<file path="config.mk">
export PLATFORM = sky130hd
export DESIGN_NAME = nibble_serial_addsub
export DESIGN_NICKNAME = d
export VERILOG_FILES = /design/src/rtl/nibble_serial_addsub_pkg.sv /design/src/rtl/nibble_serial_addsub_cla_slice4.sv /design/src/rtl/nibble_serial_addsub.sv
export SDC_FILE = /design/constraint.sdc
export NUM_CORES = 1
export LEC_CHECK = 0
export BUFFER_PORTS_ARGS = -buffer_cell sky130_fd_sc_hd__buf_2
export CAP_MARGIN = 20
export CORE_ASPECT_RATIO = 0.8
export CORE_MARGIN = 5
export CORE_UTILIZATION = 38
export CTS_BUF_LIST = sky130_fd_sc_hd__clkbuf_16
export DETAILED_ROUTE_END_ITERATION = 10
export SLEW_MARGIN = 15
export SYNTH_ARGS = -nofsm -noshare
export SYNTH_HDL_FRONTEND = slang
export SYNTH_SLANG_ARGS = --single-unit
export TNS_END_PERCENT = 10
</file>
<file path="constraint.sdc">
create_clock -name clk -period 1.8 [get_ports clk]
set_clock_uncertainty 0.2 [all_clocks]
set_input_delay 0.36 -clock clk [delete_from_list [all_inputs] [get_ports clk]]
set_output_delay 0.36 -clock clk [all_outputs]
set_load 0.01 [all_outputs]
</file>
<file path="src/rtl/nibble_serial_addsub_pkg.sv">
// Shared definitions for the nibble-serial adder/subtractor: FSM encoding and sizing defaults.
package nibble_serial_addsub_pkg;

    typedef enum logic [1:0] {
        IDLE = 2'd0,
        RUN  = 2'd1,
        DONE = 2'd2
    } state_t;

    localparam int DEF_WIDTH = 32;
    localparam int DEF_STEPS = DEF_WIDTH / 4;
    localparam int DEF_CNT_W = $clog2(DEF_STEPS);

endpackage

</file>
<file path="src/rtl/nibble_serial_addsub_cla_slice4.sv">
// 4-bit carry-lookahead slice; all carries are formed directly from generate/propagate terms.
module cla_slice4
    import nibble_serial_addsub_pkg::*;
(
    input  logic [3:0] a,
    input  logic [3:0] b,
    input  logic       cin,
    output logic [3:0] sum,
    output logic       cout
);

    logic [3:0] g;
    logic [3:0] p;
    logic [4:0] c;

    assign g = a & b;
    assign p = a ^ b;

    assign c[0] = cin;
    assign c[1] = g[0] | (p[0] & cin);
    assign c[2] = g[1] | (p[1] & g[0]) | (p[1] & p[0] & cin);
    assign c[3] = g[2] | (p[2] & g[1]) | (p[2] & p[1] & g[0]) | (p[2] & p[1] & p[0] & cin);
    assign c[4] = g[3] | (p[3] & g[2]) | (p[3] & p[2] & g[1]) | (p[3] & p[2] & p[1] & g[0])
                | (p[3] & p[2] & p[1] & p[0] & cin);

    assign sum  = p ^ c[3:0];
    assign cout = c[4];

endmodule

</file>
<file path="src/rtl/nibble_serial_addsub.sv">
// Multi-cycle adder/subtractor: one nibble per cycle, LSB first, behind valid/ready channels.
//   state | meaning
//   IDLE  | ready for a request, last result no longer presented as valid
//   RUN   | stepping nibbles through the lookahead slice
//   DONE  | result and flags held with out_valid=1 until consumed
module nibble_serial_addsub
    import nibble_serial_addsub_pkg::*;
#(
    parameter int WIDTH = DEF_WIDTH
) (
    input  logic             clk,
    input  logic             rst_n,
    input  logic             in_valid,
    output logic             in_ready,
    input  logic [WIDTH-1:0] in_a,
    input  logic [WIDTH-1:0] in_b,
    input  logic             in_sub,
    output logic             out_valid,
    input  logic             out_ready,
    output logic [WIDTH-1:0] out_res,
    output logic             out_cb,
    output logic             out_ovf,
    output logic             out_zero
);

    localparam int STEPS = WIDTH / 4;
    localparam int CW    = $clog2(STEPS);
    localparam logic [CW-1:0] LAST = CW'(STEPS - 1);

    state_t           state;
    logic [WIDTH-1:0] a_q;
    logic [WIDTH-1:0] b_q;
    logic [WIDTH-1:0] res_q;
    logic             c_q;
    logic             sub_q;
    logic             sa;
    logic             sb;
    logic [CW-1:0]    cnt;

    logic [3:0]       s_sum;
    logic             s_cout;
    logic [WIDTH-1:0] res_next;

    cla_slice4 u_slice (
        .a    (a_q[3:0]),
        .b    (b_q[3:0]),
        .cin  (c_q),
        .sum  (s_sum),
        .cout (s_cout)
    );

    assign res_next  = {s_sum, res_q[WIDTH-1:4]};
    assign in_ready  = (state == IDLE);
    assign out_valid = (state == DONE);

    // out_res is a separate capture register so the shifting partial sum is never visible.
    always_ff @(posedge clk or negedge rst_n) begin
        if (!rst_n) begin
            state    <= IDLE;
            a_q      <= '0;
            b_q      <= '0;
            res_q    <= '0;
            c_q      <= 1'b0;
            sub_q    <= 1'b0;
            sa       <= 1'b0;
            sb       <= 1'b0;
            cnt      <= '0;
            out_res  <= '0;
            out_cb   <= 1'b0;
            out_ovf  <= 1'b0;
            out_zero <= 1'b0;
        end else begin
            case (state)
                IDLE: begin
                    if (in_valid) begin
                        a_q   <= in_a;
                        b_q   <= in_sub ? ~in_b : in_b;
                        c_q   <= in_sub;
                        sub_q <= in_sub;
                        sa    <= in_a[WIDTH-1];
                        sb    <= in_sub ? ~in_b[WIDTH-1] : in_b[WIDTH-1];
                        res_q <= '0;
                        cnt   <= '0;
                        state <= RUN;
                    end
                end
                RUN: begin
                    a_q   <= a_q >> 4;
                    b_q   <= b_q >> 4;
                    res_q <= res_next;
                    c_q   <= s_cout;
                    cnt   <= cnt + 1'b1;
                    if (cnt == LAST) begin
                        out_res  <= res_next;
                        out_cb   <= sub_q ^ s_cout;
                        out_ovf  <= (sa == sb) && (res_next[WIDTH-1] != sa);
                        out_zero <= ~|res_next;
                        state    <= DONE;
                    end
                end
                DONE: begin
                    if (out_ready) begin
                        state <= IDLE;
                    end
                end
                default: state <= IDLE;
            endcase
        end
    end

endmodule
</file>
* Yosys cells after proc, flatten, opt, wreduce, memory -nomap -nowiden *
Cells that the tools add are included.

storage, ports and cells
  logic and storage cells = 79
  output and inout port bits = 37
  input bits = 69
  register bits after elaboration = 140

cells by class
  mux-type cells = 16
  bitwise logic cells = 32
  add/sub/neg operators = 1
  equality and inequality tests = 8
  reduce and logical (&&, ||, !) cells = 9

operators by type and width
  cell                   count
  $pmux W32 S2           3
  $mux W32               4
  $not A32 Y32           1
  $reduce_or A32 Y1      1
  $and A1 B1 Y1          16
  $or A1 B1 Y1           10
  $xor A4 B4 Y4          2
  $mux W2                3
  $pmux W2 S3            1
  $pmux W3 S2            1
  $reduce_and A2 Y1      3
  $and A4 B4 Y4          1
  $ne A2 B2 Y1 const B   2
  $add A3 B1 Y3 const B  1
  $eq A3 B3 Y1 const B   1
  $mux W3                1
  $reduce_and A3 Y1      1
  $eq A2 B1 Y1 const B   1
  $eq A2 B2 Y1 const B   1
  $logic_not A2 Y1       1
  $mux W1                2
  $ne A2 B1 Y1 const B   1
  $pmux W1 S2            1
  $reduce_bool A2 Y1     1
  6 further kinds        6

* Longest topological paths before layout *
  word-level depth = 8
  gate-level depth with buffers = 7
  mapped depth without buffers = 6

* Hierarchy *
Synthesis repeated with hierarchy kept, for this count alone.

second synthesis, totals
  cells, all modules = 584
  area, all modules = 6048.3 um2

by module, submodules not included
  module                times used  seq. area each (um2)  area an instance (um2)  cells each
  nibble_serial_addsub  1           3403.3                5900.7                  567
  cla_slice4            1           0.0                   147.6                   17

* Worst setup path after synthesis *
Ideal clock, no wire load.

  path kind = register to register
  from = register a_q[2]
  to = register out_zero
  library setup time = 0.120 ns
  period minus slack after synthesis = 1.864 ns
  path buffers = 0
  arrival time = 1.543 ns
  slack = -0.064 ns
  stages on the path, launching flop included = 6
  required time = 1.480 ns
  path through = dfrtp_1 > ha_1 > a21oi_1 > nor2_1 > or3_1 > a31o_2

between the ends
  longest elaborated chain between the ends = 8
  elaborated cells between the ends (all ways) = 13
  those cells by class = 11 x bitwise; 2 x reduce/logical

RTL lines
  item                                                         line                                   text
  start: declaration                                           nibble_serial_addsub.sv:31             logic [WIDTH-1:0] a_q;
  start signal: assignment                                     nibble_serial_addsub.sv:76             a_q <= in_a;
  start signal: assignment                                     nibble_serial_addsub.sv:88             a_q <= a_q >> 4;
  $xor A4 B4 Y4                                                nibble_serial_addsub_cla_slice4.sv:17  assign p = a ^ b;
  $and A1 B1 Y1                                                nibble_serial_addsub_cla_slice4.sv:22  assign c[3] = g[2] | (p[2] & g[1]) | (p[2] & p[1] & g[0]) | (p[2] & p[1] & p[0] & cin);
  $or A1 B1 Y1 or $and A1 B1 Y1 (tied branches) (2 in series)  nibble_serial_addsub_cla_slice4.sv:22
  $or A1 B1 Y1                                                 nibble_serial_addsub_cla_slice4.sv:22
  $xor A4 B4 Y4 *                                              nibble_serial_addsub_cla_slice4.sv:26  assign sum = p ^ c[3:0];
  $reduce_or A32 Y1 *                                          nibble_serial_addsub.sv:97             out_zero <= ~|res_next;
  $logic_not A1 Y1 *                                           nibble_serial_addsub.sv:97
  end signal: assignment                                       nibble_serial_addsub.sv:97
  end: declaration                                             nibble_serial_addsub.sv:23             output logic out_zero

Mark *: on every way between the ends. The rest lies on a longest branch, timed or not.
A chain may end at the register's enable or synchronous reset.

* Final worst setup path *
  from = register c_q
  to = register out_zero

between the ends
  longest elaborated chain between the ends = 5
  elaborated cells between the ends (all ways) = 9
  those cells by class = 7 x bitwise; 2 x reduce/logical

RTL lines
  item                                     line                                                                                                                 text
  start: declaration                       nibble_serial_addsub.sv:34                                                                                           logic c_q;
  start signal: assignment                 nibble_serial_addsub.sv:78                                                                                           c_q <= in_sub;
  start signal: assignment                 nibble_serial_addsub.sv:91                                                                                           c_q <= s_cout;
  $and A1 B1 Y1, on equally long branches  nibble_serial_addsub_cla_slice4.sv:20, nibble_serial_addsub_cla_slice4.sv:21, nibble_serial_addsub_cla_slice4.sv:22
  $or A1 B1 Y1, on equally long branches   nibble_serial_addsub_cla_slice4.sv:20, nibble_serial_addsub_cla_slice4.sv:21, nibble_serial_addsub_cla_slice4.sv:22
  $xor A4 B4 Y4 *                          nibble_serial_addsub_cla_slice4.sv:26
  $reduce_or A32 Y1 *                      nibble_serial_addsub.sv:97
  $logic_not A1 Y1 *                       nibble_serial_addsub.sv:97

Marked as above.

==> key figures <==
Status
  • Outcome: finished with violations
  • Failing checks: negative setup slack

Power
  • VDD IR max: 0.807 mV
  • Combinational share of power: 42.2%
  • Power density over cell area: 1790 nW/um^2
  • Total power: 14.6 mW
  • Clk pwr share: 20.6%
  • Sequential Power Share: 37.2%
  • P_sw: 5.46 mW
  • Sw Ratio: 37.3%
  • P_leak: 3.88 nW
  • Pint: 9.18 mW

Critical path
  • CP required: 1960 ps
  • R2R depth: 6
  • CP delay by family, top: adder cells
  • CP startpoint kind: flop
  • Max FO, Critical Path: 3
  • Worst r2r dst: out_zero$_DFFE_PN0P_
  • Worst EP arrival: 2090 ps
  • CP max-delay cell: fa_1
  • Reg2reg setup slack: -130 ps
  • R2R Path Start: c_q$_DFFE_PN0P_
  • Crit end category: flop
  • CP bufs+invs: 1
  • Slowest stage delay, CP: 580 ps
  • Crit Path Class: reg2reg
  • Cells along the critical path: inv_2, fa_1, nor4b_4, nand4_1, nor3_2, a31o_2

Clocking
  • CTS Buf Count: 17
  • CTS max path bufs: 2
  • Worst-path clk slew: 60 ps
  • Root Driver: clkbuf_16
  • H-tree depth: 4
  • CTS tree: done
  • Clock sink count: 136
  • Clk Latency, worst-skew pair: 420 ps

Route
  • Pre-antenna DRT Iters: 6
  • Remaining DRCs: 0
  • Vias per cell: 5.02
  • First DRT Iteration DRCs: 385
  • Via count: 4887
  • Final WL: 15.7 mm
  • Detail Route Antenna Nets: 0
  • Routed wire per std cell: 16.1 um

Placement
  • I/O Buffers: 105
  • Final RePlAce weighted congestion: 0.802
  • Pre-CTS WS: -222 ps
  • DP HPWL: 10.6 mm
  • DP Cell Count: 908

Yosys
  • Post-Syn Instances: 594
  • Mapped Nets: 670
  • Synth Cell Area: 6040 um^2
  • Ys Warns: 0
  • Post-synthesis sequential area ratio: 56.4%
  • Yosys cell types: 38
  • Post-synth EDFFs: 0
  • Synthesized flop and latch total: 136
  • Main synth FF type: dfrtp_1
  • Async set or reset register ratio after synthesis: 100%
  • Syn_area_per_cell: 10.2 um^2

Cells and area
  • Most common cell after layout, fill and taps aside: nand2_1
  • N_diodes: 0
  • Area grow syn2layout: 35.7%
  • Most frequent cells in the layout: nand2_1 (136), dfrtp_1 (134), buf_2 (104), nor2_1 (60), o21ai_0 (44)
  • Final nets: 823
  • Proportion of layout cells with a drive suffix above 1: 31.2%
  • Layout Cells excl Fill: 974
  • FILL cells: 1420

GRT
  • Vias in the first global route: 4990
  • First-pass GRT wire length: 25.8 mm
  • Largest net degree at the start of global routing: 42
  • Initial antenna violation count: 0
  • Total gr overflow: 0
  • GRT Total Usage: 17.8%

Timing
  • Final setup TNS: -919 ps
  • Slew headroom: 70.9%
  • Worst slew pin tran: 432 ps
  • Period Utilization, post-route: 107%
  • Final WS setup: -126 ps
  • Final setup viols: 15
  • Unrepaired setup endpoints after global routing: true
  • Final hold violations: 0
  • Max Slew Vio Count: 0
  • Fmax: 519 MHz
  • Min cycle time layout: 1930 ps

Floorplanning
  • Top Ports: 106
  • Chip Width: 151 um
  • Row count: 41
  • Initial core utilization: 38.5%
  • Die area: 18500 um^2
  • DIE HEIGHT: 123 um
  • Core box area: 15700 um^2

Worst hold path
  • Hold depth: 3
  • End point of the worst hold path: sa$_DFFE_PN0P_
  • Hold_sp: in_a[31]
  • Hold Crit Class: in2reg

Flow run
  • Max-Cap Viols: 0
[cell usage after synthesis, drive strengths merged (3+ instances only)]
master / n / area (um^2)
a221o: 28 / 280
clkbuf: 8 / 30.0
o21ai: 46 / 230
a31oi: 28 / 175
ha: 6 / 75.1
inv: 5 / 18.8
buf: 34 / 178
xnor2: 31 / 272
nand3: 9 / 45.0
mux2: 28 / 315
nand2: 137 / 514
nor4: 5 / 31.3
dfrtp: 136 / 3400
nor2: 64 / 240
xor2: 3 / 26.3
[cell families after synthesis]
group	synth area share, %
AO/OA/AOI/OAI	12.7
XOR/XNOR	4.93
adder cells (fa/ha/maj)	1.58
AND/OR/NAND/NOR	15.4
buffers and inverters	3.75
multiplexers	5.22
flip-flops	56.4
[worst max-delay path by stage]
stage / start / end / slack (ps) / cells past startpoint
CTS: b_q[2]$_DFFE_PN0P_ / out_zero$_DFFE_PN0P_ / -100 / 5
detailed placement: a_q[0]$_DFFE_PN0P_ / out_zero$_DFFE_PN0P_ / -220 / 6
finish: c_q$_DFFE_PN0P_ / out_zero$_DFFE_PN0P_ / -130 / 6
floorplan: cnt[0]$_DFFE_PN0P_ / out_res[0]$_DFFE_PN0P_ / -30 / 5
global route: c_q$_DFFE_PN0P_ / out_zero$_DFFE_PN0P_ / -180 / 6
global placement: a_q[0]$_DFFE_PN0P_ / out_zero$_DFFE_PN0P_ / -100 / 6
[layer usage]
layer / vias up / GRT usage [%] / wire length (um)
met1: 2404 / 25.4 / 7530
met4: 0 / 5.32 / 122
li1: 2352 / - / -
met3: 9 / 4.91 / 792
met5: - / 0 / 0
met2: 122 / 26.8 / 7270
[area by class of cell]
type                       count  area [um^2]  area share, %
timing repair buffer         176         1320           16.1
sequential                   136         3410           41.6
clock buffer                  17          425           5.20
multi-input combinational    411         2660           32.5
clock inverter                14         87.6           1.07
inverter                       5         18.8          0.229
tap                          215          269           3.29
[registers in the layout, summed over array words and instances, names as in the netlist]
signal	flops
cnt	3
sub_q	1
out_ovf	1
sb	1
sa	1
out_cb	1
c_q	1
state	2
out_res	32
a_q	32
b_q	32
out_zero	1
res_q	28
[worst register-to-register path: stages (launching register included)]
cell,delay (ps)
dfrtp_1,370
inv_2,50
fa_1,580
nor4b_4,200
nand4_1,140
nor3_2,170
a31o_2,170
[timing repair]
item | in CTS | in global routing
buffers inserted | 5 | 3
resized for setup | 17 | 45
hold buffers | 25 | 0
setup endpoints to repair | 39 | 74
gates cloned | 1 | 1
pin swaps | 8 | 19
endpoints found under the hold margin | 65 | 0
[power groups by stage]
stage                     clock, mW  sequential, mW  combinational (mW)
after detailed placement          0            5.43                5.39
after CTS                      3.10            5.40                5.72
after global placement            0            5.37                5.23
after global routing           3.23            5.61                6.88
after floorplan                   0            5.25                3.43
final                          3.02            5.45                6.17
[metrics by stage]
step           area, um^2  utilization, %  hold slack [ps]
6_report             8190            52.2             8.34
5_1_grt              8190            52.2             13.6
4_1_cts              7960            50.7             3.11
3_5_place_dp         7060            45.0              114
3_3_place_gp         7060            45.0              111
2_1_floorplan        6060               -             -136
Note: power is estimated with default switching activity, not from simulation.
